==> config.mk <==
export PLATFORM = sky130hd
export DESIGN_NAME = serial_adder
export DESIGN_NICKNAME = d
export VERILOG_FILES = /design/src/rtl/serial_adder_pkg.sv /design/src/rtl/adder_slice.sv /design/src/rtl/serial_adder.sv
export SDC_FILE = /design/constraint.sdc
export NUM_CORES = 1
export LEC_CHECK = 0
export CORE_MARGIN = 4
export CORE_UTILIZATION = 54
export CTS_CLUSTER_SIZE = 25
export DETAILED_ROUTE_END_ITERATION = 16
export PLACE_DENSITY = 0.85
export SLEW_MARGIN = 20
export SYNTH_ARGS = -nofsm -noshare
export SYNTH_HDL_FRONTEND = slang
export SYNTH_SLANG_ARGS = --single-unit
==> constraint.sdc <==
create_clock -name clk -period 5.25 [get_ports clk]
set_input_delay 1.05 -clock clk [delete_from_list [all_inputs] [get_ports clk]]
set_output_delay 1.05 -clock clk [all_outputs]
set_load 0.02 [all_outputs]
==> src/rtl/serial_adder_pkg.sv <==
// ============================================================================
// serial_adder_pkg : shared state encoding and sizing helpers for serial_adder
// Revision: 1.0
// ============================================================================
`default_nettype none

package serial_adder_pkg;

    typedef enum logic [1:0] {
        IDLE = 2'd0,
        RUN  = 2'd1,
        DONE = 2'd2
    } state_e;

    // Step counter needs at least one bit even when a single step suffices.
    function automatic int step_cnt_w(input int nstep);
        return (nstep > 1) ? $clog2(nstep) : 1;
    endfunction

endpackage

`default_nettype wire

==> src/rtl/adder_slice.sv <==
// ============================================================================
// adder_slice : DIGIT-bit combinational ripple-carry slice
// Revision: 1.0
// ============================================================================
`default_nettype none

module adder_slice #(
    parameter int DIGIT = 4
) (
    input  logic [DIGIT-1:0] x,
    input  logic [DIGIT-1:0] y,
    input  logic             ci,
    output logic [DIGIT-1:0] s,
    output logic             co,
    output logic             c_msb
);

    logic [DIGIT:0] c;

    assign c[0] = ci;

    for (genvar i = 0; i < DIGIT; i++) begin : g_bit
        assign s[i]   = x[i] ^ y[i] ^ c[i];
        assign c[i+1] = (x[i] & y[i]) | (c[i] & (x[i] ^ y[i]));
    end

    assign co    = c[DIGIT];
    assign c_msb = c[DIGIT-1];

endmodule

`default_nettype wire

==> src/rtl/serial_adder.sv <==
// ============================================================================
// serial_adder : multi-cycle add/subtract, DIGIT bits per clock, valid/ready
// Revision: 1.0
// ============================================================================
`default_nettype none

module serial_adder
    import serial_adder_pkg::*;
#(
    parameter int WIDTH = 16,
    parameter int DIGIT = 4
) (
    input  logic             clk,
    input  logic             rst_n,
    input  logic             in_valid,
    output logic             in_ready,
    input  logic [WIDTH-1:0] a,
    input  logic [WIDTH-1:0] b,
    input  logic             cin,
    input  logic             sub,
    output logic             out_valid,
    input  logic             out_ready,
    output logic [WIDTH-1:0] sum,
    output logic             cout,
    output logic             ovf
);

    localparam int            NSTEP = WIDTH / DIGIT;
    localparam int            CW    = step_cnt_w(NSTEP);
    localparam logic [CW-1:0] LAST  = CW'(NSTEP - 1);

    state_e           state_q, state_d;
    logic [CW-1:0]    cnt_q, cnt_d;
    logic             carry_q, carry_d;
    logic [WIDTH-1:0] a_q, a_d;
    logic [WIDTH-1:0] b_q, b_d;
    logic [WIDTH-1:0] res_q, res_d;
    logic [WIDTH-1:0] sum_q, sum_d;
    logic             cout_q, cout_d;
    logic             ovf_q, ovf_d;

    logic [DIGIT-1:0]       slice_s;
    logic                   slice_co;
    logic                   slice_cmsb;
    logic [WIDTH+DIGIT-1:0] res_cat;
    logic [WIDTH-1:0]       res_next;

    adder_slice #(
        .DIGIT (DIGIT)
    ) u_slice (
        .x     (a_q[DIGIT-1:0]),
        .y     (b_q[DIGIT-1:0]),
        .ci    (carry_q),
        .s     (slice_s),
        .co    (slice_co),
        .c_msb (slice_cmsb)
    );

    // New digits enter at the MSB end so the word is aligned after NSTEP shifts.
    assign res_cat  = {slice_s, res_q};
    assign res_next = res_cat[WIDTH+DIGIT-1:DIGIT];

    always_comb begin
        state_d = state_q;
        cnt_d   = cnt_q;
        carry_d = carry_q;
        a_d     = a_q;
        b_d     = b_q;
        res_d   = res_q;
        sum_d   = sum_q;
        cout_d  = cout_q;
        ovf_d   = ovf_q;
        case (state_q)
            IDLE: begin
                if (in_valid) begin
                    a_d     = a;
                    b_d     = sub ? ~b : b;
                    carry_d = sub ? 1'b1 : cin;
                    cnt_d   = '0;
                    state_d = RUN;
                end
            end
            RUN: begin
                a_d     = a_q >> DIGIT;
                b_d     = b_q >> DIGIT;
                res_d   = res_next;
                carry_d = slice_co;
                cnt_d   = cnt_q + 1'b1;
                if (cnt_q == LAST) begin
                    sum_d   = res_next;
                    cout_d  = slice_co;
                    ovf_d   = slice_co ^ slice_cmsb;
                    state_d = DONE;
                end
            end
            DONE: begin
                if (out_ready) begin
                    state_d = IDLE;
                end
            end
            default: state_d = IDLE;
        endcase
    end

    always_ff @(posedge clk or negedge rst_n) begin
        if (!rst_n) begin
            state_q <= IDLE;
            cnt_q   <= '0;
            carry_q <= 1'b0;
            a_q     <= '0;
            b_q     <= '0;
            res_q   <= '0;
            sum_q   <= '0;
            cout_q  <= 1'b0;
            ovf_q   <= 1'b0;
        end else begin
            state_q <= state_d;
            cnt_q   <= cnt_d;
            carry_q <= carry_d;
            a_q     <= a_d;
            b_q     <= b_d;
            res_q   <= res_d;
            sum_q   <= sum_d;
            cout_q  <= cout_d;
            ovf_q   <= ovf_d;
        end
    end

    assign in_ready  = (state_q == IDLE);
    assign out_valid = (state_q == DONE);
    assign sum       = sum_q;
    assign cout      = cout_q;
    assign ovf       = ovf_q;

endmodule

`default_nettype wire

## Word level (Yosys, flattened, before mapping)

Cells that the tools add are included.

| storage, ports and cells | value |
|---|---|
| flip-flop bits (word level) | 71 |
| input bits | 38 |

| cells by class | value |
|---|---|
| add/sub/neg operators | 1 |
| eq/ne operators | 6 |
| mux-type cells | 14 |
| bitwise logic cells | 22 |
| reductions and logical operators | 5 |

Operators by type and width:

| cell | number |
|---|---|
| 16-bit case mux with 2 select lines | 2 |
| 16-bit 2-to-1 mux | 3 |
| 16-bit inverter | 1 |
| 1-bit bitwise XOR | 9 |
| 1-bit AND | 8 |
| 2-bit 2-to-1 mux | 4 |
| 2-bit case mux with 3 select lines | 1 |
| 2-bit equality test, second input constant | 2 |
| 2-bit inequality test, second input constant | 2 |
| 1-bit bitwise OR | 4 |
| 2-bit case mux with 2 select lines | 1 |
| 2-bit AND reduction | 2 |
| 3-bit AND reduction | 1 |
| 2-bit by 1-bit adder with 2-bit output, second input constant | 1 |
| 2-bit by 1-bit equality test with 1-bit output, second input constant | 1 |
| 2-bit zero test | 1 |
| 1-bit 2-to-1 mux | 2 |
| 2-bit by 1-bit inequality test with 1-bit output, second input constant | 1 |
| 1-bit case mux with 2 select lines | 1 |
| 2-bit nonzero test | 1 |

## Logic depth before layout (Yosys ltp)

| logic depth | value |
|---|---|
| word-level depth | 10 |
| gate-level depth with buffers | 9 |
| depth with buffers taken out | 9 |

## By module

A second synthesis with hierarchy kept.

| unflattened totals | value |
|---|---|
| cell total of the unflattened synthesis | 299 |
| area, all modules | 3,163.0 um^2 |

Modules (own cells, without submodules):

| module | instances | cells each | area each (um^2) |
|---|---|---|---|
| serial_adder | 1 | 287 | 3,052.9 |
| adder_slice | 1 | 12 | 110.1 |

## Worst setup path before layout

No wires, ideal clock.

| timing | value |
|---|---|
| path kind | reg-to-reg |
| start | register carry_q |
| end | register res_q[15] |
| library setup time | 83 ps |
| arrival | 2,059 ps |
| required time | 5,167 ps |
| slack | 3,108 ps |
| stages on the path, launching flop included | 9 |
| buffers on the path | 0 |
| clock period less this slack | 2,142 ps |
| cells stage by stage | dfrtp_1 -> fa_1 -> inv_1 -> fa_1 -> inv_1 -> fa_1 -> inv_1 -> fa_1 -> o21ai_0 |

| on the way | value |
|---|---|
| cells in the longest elaborated chain, start to end | 7 |

RTL lines:

| element | RTL line | RTL |
|---|---|---|
| start: declaration | serial_adder.sv:34 | `logic carry_q, carry_d;` |
| start signal: assignment | serial_adder.sv:119 | `carry_q <= carry_d;` |
| 1-bit AND | adder_slice.sv:24 | `assign c[i+1] = (x[i] & y[i]) \| (c[i] & (x[i] ^ y[i]));` |
| 1-bit bitwise OR | adder_slice.sv:24 |  |
| 1-bit AND | adder_slice.sv:24 |  |
| 1-bit bitwise OR | adder_slice.sv:24 |  |
| 1-bit AND | adder_slice.sv:24 |  |
| 1-bit bitwise OR | adder_slice.sv:24 |  |
| 1-bit bitwise XOR | adder_slice.sv:23 | `assign s[i] = x[i] ^ y[i] ^ c[i];` |
| end signal: assignment | serial_adder.sv:122 | `res_q <= res_d;` |
| end: declaration | serial_adder.sv:37 | `logic [WIDTH-1:0] res_q, res_d;` |

No other way between the ends.
A chain may end at the register's enable or synchronous reset.

## Final worst setup path

| timing | value |
|---|---|
| start | register state_q[1] |
| end | output out_valid |

| on the way | value |
|---|---|
| cells in the longest elaborated chain, start to end | 1 |

RTL lines:

| element | RTL line | RTL |
|---|---|---|
| start: declaration | serial_adder.sv:32 | `state_e state_q, state_d;` |
| start signal: assignment | serial_adder.sv:117 | `state_q <= state_d;` |
| 2-bit equality test | serial_adder.sv:130 | `assign out_valid = (state_q == DONE);` |
| end: declaration | serial_adder.sv:21 | `output logic out_valid,` |

No other way between the ends.

==> qor.yml <==
setup_path:
  cp_data_arrival_time_ns: 1.81
  r2r-start: "carry_q"
  crit_required_ns: 4.20
  cp_slowest_cell: "clkdlybuf4s50_1"
  timing.rr.end: "sum[15]"
  setup.worst_path.start_class: "flop"
  path_class: "flop to output port"
  path_delay_family: "buffers and inverters"
  endpoint_kind: "output port"
  path_buf_inv: 3
  reg2reg_depth: 8
  worstPathMaxFanout: 38
  crit_chain: "buf_4, nand2b_1, inv_1, clkdlybuf4s50_1"
  cpPeakStageDelay_ns: 0.60
  r2r_slack_ns: 2.96
yosys:
  synth_xor_area_frac: 0.0471
  yosysTopAreaCellShare: 0.530
  syn-cell-area_mm2: 0.00316
  avgSynthCellArea_um2: 10.4
  yosys.cell_types.count: 29
  yosysTopAreaCell: "dfrtp_1"
  synth_edf_count: 0
  syn_nets: 346
  synthArstFlopShare: 1.00
  synthAdderAreaFrac: 0.0293
  synth.area.mux_share: 0.0530
  yosys_most_used_dff: "dfrtp_1"
  ys_seq_elements: 67
  synthCells: 303
  synth_commonest_cells: "dfrtp_1 (67), nand2_1 (57), o21ai_0 (32)"
  synthSimpleGateAreaFrac: 0.127
  synth_seq_area_share: 0.530
  post-synth-top-count-cell: "dfrtp_1"
  ys_top_cells_by_area: "dfrtp_1 (53%), nand2_1 (6.8%), o21ai_0 (5.1%), mux2_2 (5.0%), a22oi_1 (3.8%)"
  yosys_warnings: 0
  synth_top_family_by_area: "compound AO/OA/AOI/OAI gates"
  synth_compound_area_frac: 0.161
sta:
  setup_tns_ns: 0
  fmax_mhz: 349
  max_slew_margin: 0.429
  setup_viol: 0
  skew_ns: 0.00643
  drv_slew: 0
  period_share: 0.546
  period_minus_slack_ns: 2.86
  final_hold_viol_count: 0
  max_slew.worst_pin.slew_ns: 0.854
  rsz0062_at_grt: "no"
route:
  antenna_left: 0
  first_pass_iters: 4
  wirelength_um: 6390
  vias: 2337
  wl_per_cell_um: 14.9
  drtIter0Drc: 142
  drc_errors: 0
  vias_per_cell: 5.45
global_route:
  grt_pass1_vias: 2321
  track_usage: 0.192
  grt_max_degree: 68
  gr-total-overflow: 0
  antenna_found_initial: 0
  grt_pass1_wl_um: 11000
layout:
  num-fill-cells: 430
  drive_above_1_share: 0.106
  final_area_mm2: 0.00391
  finalCoreUtilization: 0.697
  syn_to_final_growth_pct: 23.7
  stdcell_count: 429
  nNetsFinal: 395
  antenna_cells: 0
power_and_ir_drop:
  powerDensity_mw_per_mm2: 567
  ir_drop_uv: 394
  power.total_mw: 2.22
  leakage_nw: 1.72
clocking:
  cts_tree: "done"
  clk_pin_slew_ns: 0.07
  cts_resized: 0
  cts_max_path_buffers: 2
  insertion_delay_ns: 0.34
  post_cts_buffers: 0
  cts_buffers: 9
  clkSinkCount: 67
  cts_max_level: 3
  cts_hold_buffers: 0
  cts_root_buf: "clkbuf_8"
hold_path:
  min_to: "res_q[5]"
  hp-start: "res_q[5]"
  hold_path_class: "flop to flop"
  whs_path_depth: 2
flow_run:
  drv_cap: 0
floorplanning:
  die_width_um: 84.5
  core_mm2: 0.00561
  initial_core_util: 0.564
  rows: 27
  io_pins: 58
  die-area_mm2: 0.00715
  fp.dieH_um: 84.5
placed_design:
  gp_congestion: 0.729
  dp_hpwl_um: 4300
  post_dp_cell_area_mm2: 0.00371
  place_inst: 413
  place.port_buffers: 57
status:
  status: "finished, final reports clean"
state kept, by name, summed over array words and instances, names as in the netlist:
signal / flops
carry_q: 1
sum: 16
ovf: 1
b_q: 16
res_q: 12
cout: 1
cnt_q: 2
state_q: 2
a_q: 16
kinds of logic (layout without fill, tap and decap cells):
kind of cell / count (synthesis) / after routing
simple gates: 87 / 87
fa+ha+maj: 5 / 5
buf+inv: 31 / 85
compound gates: 81 / 81
flops: 67 / 67
xor+xnor: 17 / 17
mux: 15 / 15
how the worst max path moves through the flow:
stage,startpoint,cells after the start,endpoint
finish,state_q[1],4,out_valid
global route,state_q[1],4,out_valid
CTS,state_q[1],4,out_valid
detailed placement,in_valid,4,carry_q
global placement,in_valid,4,carry_q
floorplan,carry_q,8,res_q[15]
cells in the final DEF (no fill, tap or decap), types with 5 or more instances in the layout:
cell	synthesis	layout
inv_1	9	9
mux2_2	14	14
xor2_1	5	5
o21ai_0	32	32
a21oi_1	16	16
nor2b_1	15	15
xnor2_1	12	12
nor2_1	9	9
a22oi_1	16	16
clkbuf_8	0	10
clkdlybuf4s50_1	0	56
nand2_1	57	57
dfrtp_1	67	67
area by class of cell:
cell class / instances / area [µm²] / area share
multi-input cells: 205 / 1320 / 0.338
clock buffers: 10 / 138 / 0.0352
repair buffers: 60 / 588 / 0.150
well taps: 72 / 90.1 / 0.0230
flip-flops and latches: 67 / 1680 / 0.429
clock inverters: 6 / 63.8 / 0.0163
inverters: 9 / 33.8 / 0.00864
layer usage:
| layer | vias up | GRT usage | routed length [µm] |
|---|---|---|---|
| met5 | - | 0 | 0 |
| met4 | 0 | 0.0561 | 58 |
| met3 | 6 | 0.0559 | 402 |
| met2 | 71 | 0.311 | 3190 |
| met1 | 1137 | 0.252 | 2740 |
| li1 | 1123 | - | - |
worst min-delay path: cells and delay by family (launching register included):
family / cells / cell delay, ns
AND/OR/NAND/NOR: 2 / 0.11
flip-flops: 1 / 0.34
where the power goes:
| group | internal (mW) | total (mW) | switching, mW | leakage, nW |
|---|---|---|---|---|
| registers | 0.737 | 0.884 | 0.147 | 0.864 |
| clock network | 0.232 | 0.429 | 0.197 | 0.0987 |
| logic | 0.412 | 0.905 | 0.493 | 0.756 |
stage by stage:
step	setup WS, ns	hold WS (ns)
after floorplan	3.11	0.442
after global placement	2.14	0.454
after detailed placement	2.06	0.461
after CTS	2.36	0.479
after global routing	2.25	0.511
final	2.39	0.475
(Power assumes the default switching activity.)
